## src/rtl/calc_entry_ctrl.sv

```systemverilog
// Calculator operand-entry controller: builds BCD operands from keypad strobes,
// issues a valid/ready request to the arithmetic unit and shows the result.
module calc_entry_ctrl #(
   parameter int DIGITS = 4,
   parameter int OP_W   = 2,
   localparam int W     = 4 * DIGITS
) (
   input  logic            clk_i,
   input  logic            rst_i,
   input  logic [3:0]      num_val_i,
   input  logic [OP_W-1:0] op_val_i,
   input  logic            is_num_i,
   input  logic            is_op_i,
   input  logic            is_eq_i,
   output logic            req_valid_o,
   input  logic            req_ready_i,
   output logic [W-1:0]    req_a_o,
   output logic [W-1:0]    req_b_o,
   output logic [OP_W-1:0] req_op_o,
   input  logic            res_valid_i,
   input  logic [W-1:0]    res_bcd_i,
   output logic            busy_o,
   output logic [W-1:0]    data_out_bcd_o
);

   // state    | meaning
   // ENTER_A  | editing operand A
   // ENTER_B  | operator latched, editing operand B
   // REQ      | request presented, waiting for req_ready
   // WAIT_RES | request accepted, waiting for res_valid
   // SHOW_RES | result displayed, result is the new A
   typedef enum logic [2:0] {ENTER_A, ENTER_B, REQ, WAIT_RES, SHOW_RES} state_t;

   localparam int CW = $clog2(DIGITS + 1);

   state_t          state_q;
   logic [W-1:0]    a_q, b_q, disp_q;
   logic [OP_W-1:0] op_q;
   logic [CW-1:0]   cnt_q;
   logic            req_valid_q, busy_q;

   logic            digit_bcd, digit_take;
   logic [W-1:0]    opnd, shifted, fresh;
   logic [CW-1:0]   fresh_cnt;

   // A leading zero into an empty operand is accepted but changes nothing.
   always_comb begin
      digit_bcd  = (num_val_i <= 4'd9);
      digit_take = digit_bcd && (cnt_q != CW'(DIGITS)) &&
                   !((cnt_q == '0) && (num_val_i == 4'd0));
      opnd       = (state_q == ENTER_B) ? b_q : a_q;
      shifted    = {opnd[W-5:0], num_val_i};
      fresh      = digit_bcd ? W'(num_val_i) : '0;
      fresh_cnt  = (digit_bcd && (num_val_i != 4'd0)) ? CW'(1) : '0;
   end

   always_ff @(posedge clk_i) begin
      if (rst_i) begin
         state_q     <= ENTER_A;
         a_q         <= '0;
         b_q         <= '0;
         op_q        <= '0;
         cnt_q       <= '0;
         disp_q      <= '0;
         req_valid_q <= 1'b0;
         busy_q      <= 1'b0;
      end else begin
         case (state_q)
            ENTER_A: begin
               if (is_num_i) begin
                  if (digit_take) begin
                     a_q    <= shifted;
                     cnt_q  <= cnt_q + CW'(1);
                     disp_q <= shifted;
                  end
               end else if (is_op_i) begin
                  op_q    <= op_val_i;
                  b_q     <= '0;
                  cnt_q   <= '0;
                  disp_q  <= '0;
                  state_q <= ENTER_B;
               end
            end
            ENTER_B: begin
               if (is_num_i) begin
                  if (digit_take) begin
                     b_q    <= shifted;
                     cnt_q  <= cnt_q + CW'(1);
                     disp_q <= shifted;
                  end
               end else if (is_op_i) begin
                  op_q <= op_val_i;
               end else if (is_eq_i) begin
                  req_valid_q <= 1'b1;
                  busy_q      <= 1'b1;
                  state_q     <= REQ;
               end
            end
            REQ: begin
               if (req_valid_q && req_ready_i) begin
                  req_valid_q <= 1'b0;
                  state_q     <= WAIT_RES;
               end
            end
            WAIT_RES: begin
               if (res_valid_i) begin
                  a_q     <= res_bcd_i;
                  disp_q  <= res_bcd_i;
                  busy_q  <= 1'b0;
                  state_q <= SHOW_RES;
               end
            end
            SHOW_RES: begin
               if (is_num_i) begin
                  a_q     <= fresh;
                  cnt_q   <= fresh_cnt;
                  disp_q  <= fresh;
                  state_q <= ENTER_A;
               end else if (is_op_i) begin
                  op_q    <= op_val_i;
                  b_q     <= '0;
                  cnt_q   <= '0;
                  disp_q  <= '0;
                  state_q <= ENTER_B;
               end else if (is_eq_i) begin
                  req_valid_q <= 1'b1;
                  busy_q      <= 1'b1;
                  state_q     <= REQ;
               end
            end
            default: state_q <= ENTER_A;
         endcase
      end
   end

   assign req_valid_o    = req_valid_q;
   assign req_a_o        = a_q;
   assign req_b_o        = b_q;
   assign req_op_o       = op_q;
   assign busy_o         = busy_q;
   assign data_out_bcd_o = disp_q;

endmodule

```

## config.mk

```make
export PLATFORM = sky130hd
export DESIGN_NAME = calc_entry_ctrl
export DESIGN_NICKNAME = d
export VERILOG_FILES = /design/src/rtl/calc_entry_ctrl.sv
export SDC_FILE = /design/constraint.sdc
export NUM_CORES = 1
export LEC_CHECK = 0
export ABC_AREA = 0
export CAP_MARGIN = 0
export CORE_MARGIN = 1.5
export CORE_UTILIZATION = 44
export DETAILED_ROUTE_END_ITERATION = 10
export HOLD_SLACK_MARGIN = 0.03
export PLACE_DENSITY = 0.72
export SLEW_MARGIN = 20
export SYNTH_ARGS = -nofsm -noshare
export SYNTH_HDL_FRONTEND = slang
export SYNTH_SLANG_ARGS = --single-unit
```

## constraint.sdc

```tcl
create_clock -name clk_i -period 2.8 [get_ports clk_i]
set_input_delay 0.56 -clock clk_i [delete_from_list [all_inputs] [get_ports clk_i]]
set_output_delay 0.56 -clock clk_i [all_outputs]
set_load 0.02 [all_outputs]
```

==> reports/summary.json <==
{
  "placed_design": {
    "place_congestion": 0.834,
    "port-buffer-count": 80,
    "dp_hpwl_mm": 7.35,
    "detailed_place.area_um2": 4330
  },
  "setup_path": {
    "crit_slowest_cell": "or4_4",
    "crit_fanout": 13,
    "timing.critical_path.required_ns": 3.04,
    "worst_path_largest_cell_delay_ns": 0.59,
    "path_cells": "clkdlybuf4s50_1 > or4_4 > o211ai_4 > buf_4 > a21o_2 > nand2_1 > o21ai_0",
    "setup.worst_path.end_class": "flip-flop",
    "critPathKind": "input port to flip-flop",
    "cp-start-kind": "input port",
    "worst_ep_arrival_time_ns": 2.67
  },
  "clock_network": {
    "cts_htree_levels": 3,
    "cts-resized-gates": 0,
    "clock_tree_from_tritoncts": "built",
    "clock_network_latency_to_the_later_pin_of_the_worst_skew_pair_ns": 0.33,
    "cts_hold_buf": 0,
    "cts.clk_slew.worst_paths_ns": 0.07,
    "cts_sinks": 58,
    "ctsRootBufferMaster": "clkbuf_8",
    "total_clock_buffers_created_by_cts": 9,
    "clock_tree.buffer_depth": 2,
    "postCtsSetupRepairBufs": 0
  },
  "cells_and_area": {
    "stdcell_area_um2": 4510,
    "fin_nets": 507,
    "multiInputGateArea_um2": 1970,
    "fraction_of_layout_cells_with_a_size_suffix_above_1_pct": 13.5,
    "area_growth_pct": 36.1,
    "layout.area.seq_um2": 1160,
    "n_antenna_cell": 0,
    "n_fill_cell": 659
  },
  "global_routing": {
    "global_route.peak_usage_layer": "met2",
    "antenna_found_initial": 0,
    "grt.met1_usage_pct": 35.9,
    "grt_pass1_vias": 3160,
    "grt_first_pass_wirelength_mm": 16.4,
    "groute.usage.overall_pct": 25.0,
    "grt_use_met3_pct": 5.08,
    "maximum_number_of_pins_on_one_net_before_global_route_repair": 36,
    "global_route.overflow_total": 0,
    "grt_util_met2_pct": 36.8
  },
  "timing": {
    "maxClockFrequency_mhz": 413,
    "finalSetupViolations": 0,
    "setup_total_negative_slack_ns": 0,
    "max_slew_violation_count": 0,
    "minimum_clock_period_ns": 2.42,
    "tightestPinTransition_ns": 0.835,
    "timing.slew.headroom_pct": 43.8,
    "final_hold_viol_count": 0,
    "clock_skew_ns": 0.00536,
    "timing.final.crit_share_pct": 86.6,
    "final_worst_hold_slack_ns": 0.451,
    "grt_setup_unrepaired": "no"
  },
  "die": {
    "core_area_um2": 7250,
    "row_count": 31,
    "die_y_um": 89.8,
    "die_x_um": 89.8,
    "die_area_um2": 8060,
    "start_util_pct": 45.7,
    "io_pins": 81
  },
  "run_status": {
    "run_status": "completed"
  },
  "worst_hold_path": {
    "min_path_type": "flip-flop to flip-flop"
  },
  "logic_synthesis": {
    "synthArstFlopShare_pct": 0,
    "postSynth.topFlopCell": "dfxtp_1",
    "postSynthRegisterBits": 58,
    "syn-cell-area_um2": 3310,
    "syn_area_per_cell_um2": 8.50,
    "yosys_warnings": 0,
    "synthDistinctLibCells": 57,
    "syn-instance-count": 390,
    "synth-edff-count": 0,
    "postSynthNetCount": 421,
    "post_synthesis_sequential_area_ratio_pct": 35.0
  },
  "route": {
    "viasPerCell": 5.93,
    "vias": 3439,
    "route.detailed.wl_per_inst_um": 17.3,
    "drt_iter0_drc": 273,
    "remaining_drc_errors": 0,
    "finalWirelength_mm": 10.0,
    "drt-pass1-iter-count": 5,
    "route.antenna.remaining_nets": 0
  },
  "power": {
    "total_leakage_power_nw": 1.54,
    "peak_supply_drop_mv": 0.323,
    "power.density_cell_area_nw_per_um2": 489,
    "total_chip_power_mw": 2.20
  },
  "run": {
    "maxCapViolations": 0
  }
}
final cells by class:
cell class                      instances  area share (%)
Inverter                               10           0.832
Sequential cell                        58            25.7
Multi-Input combinational cell        291            43.6
Tap cell                               99            2.75
Timing Repair Buffer                  106            23.1
Clock inverter                          3           0.888
Clock buffer                           13            3.08
worst max-delay path: cells and delay by family:
| family | cells | cell delay (ns) |
|---|---|---|
| AOI/OAI and AO/OA | 3 | 0.63 |
| buffers and inverters | 2 | 0.65 |
| and+or+nand+nor | 2 | 0.82 |
sequential cells by signal, summed over array words and instances (netlist names):
signal	flops
req_b_o	16
data_out_bcd_o	16
cnt_q	3
req_valid_o	1
state_q	3
req_op_o	2
req_a_o	16
busy_o	1
per-stage QoR:
step	worst slack [ns]	instances	utilization, %
after detailed placement	0.0508	564	59.7
after global placement	0.156	564	59.7
final	0.376	580	62.2
after CTS	0.393	580	62.2
after global routing	0.222	580	62.2
after floorplan	0.659	390	-
cell families after synthesis:
group           Yosys count  synth area share, %
compound gates          161                 35.8
xor+xnor                  1                0.264
fa+ha+maj                 2                0.755
buf+inv                  41                 5.55
flops                    58                 35.0
mux                      24                 7.25
simple gates            103                 15.4
synth_stat cells, drive strengths merged (2+ instances only):
cell     instances  area, um^2
o22ai            4        25.0
o2bb2ai         12         105
a221o            3        30.0
nand2b          17         106
a21oi           39         225
a22o             4        35.0
a2bb2oi         13         164
dfxtp           58        1160
o21ai           45         233
nor2            24        90.1
a21o             7        53.8
or2              2        12.5
buf             14        82.6
o32ai            2        17.5
a31oi            4        40.0
o311ai           2        17.5
nand3           10        50.1
mux2i           24         240
or4              2        18.8
nor2b            4        25.0
a2111oi         10        87.6
a211oi           6        45.0
nand2           32         123
inv             10        37.5
clkbuf          17        63.8
ha               2        25.0
o211ai           2        28.8
and3             4        25.0
placed cells by master, fill, tap and decap left out, types with 2 or more instances in the layout:
cell,Yosys,final
a21oi_2,8,8
nand3_1,10,10
inv_1,10,10
o311ai_0,2,2
a31oi_1,3,3
mux2i_1,24,24
a2111oi_0,10,10
o21ai_2,2,2
a21o_1,6,6
a221o_1,3,3
clkdlybuf4s50_1,0,79
buf_4,3,22
buf_12,0,4
nor2_1,24,24
o22ai_1,4,4
a2bb2oi_2,8,8
a211oi_1,6,6
nand2_1,31,31
clkinv_2,0,2
a2bb2oi_1,5,5
a22o_1,4,4
o21ai_0,37,37
o2bb2ai_1,12,12
ha_1,2,2
nor2b_1,4,4
clkbuf_1,17,4
dfxtp_1,58,58
o32ai_1,2,2
nand2b_1,17,17
o21ai_1,6,6
and3_1,4,4
clkbuf_8,0,9
a21oi_1,31,31
or2_2,2,2
power by group:
| group | internal [mW] | switching (mW) |
|---|---|---|
| sequential | 0.859 | 0.0474 |
| combinational | 0.256 | 0.299 |
| clock | 0.410 | 0.332 |
| total | 1.52 | 0.679 |
worst paths after layout:
kind                                        start                              end  depth (start not counted)  slack, ns
hold / removal    data_out_bcd_o[15]$_SDFFE_PP0P_  data_out_bcd_o[15]$_SDFFE_PP0P_                          2       0.45
setup / recovery                     num_val_i[1]          req_a_o[5]$_SDFFE_PP0P_                          7       0.38
hold reg to reg   data_out_bcd_o[15]$_SDFFE_PP0P_  data_out_bcd_o[15]$_SDFFE_PP0P_                          2       0.45
setup reg to reg          state_q[0]$_SDFFE_PP0P_   data_out_bcd_o[2]$_SDFFE_PP0P_                          5       0.43
layer usage:
layer / up-vias / share of wire [%]
met3: 16 / 7.2
met4: 0 / 1.8
met2: 168 / 45
li1: 1624 / -
met1: 1631 / 46
met5: - / 0
(Power assumes the default switching activity.)
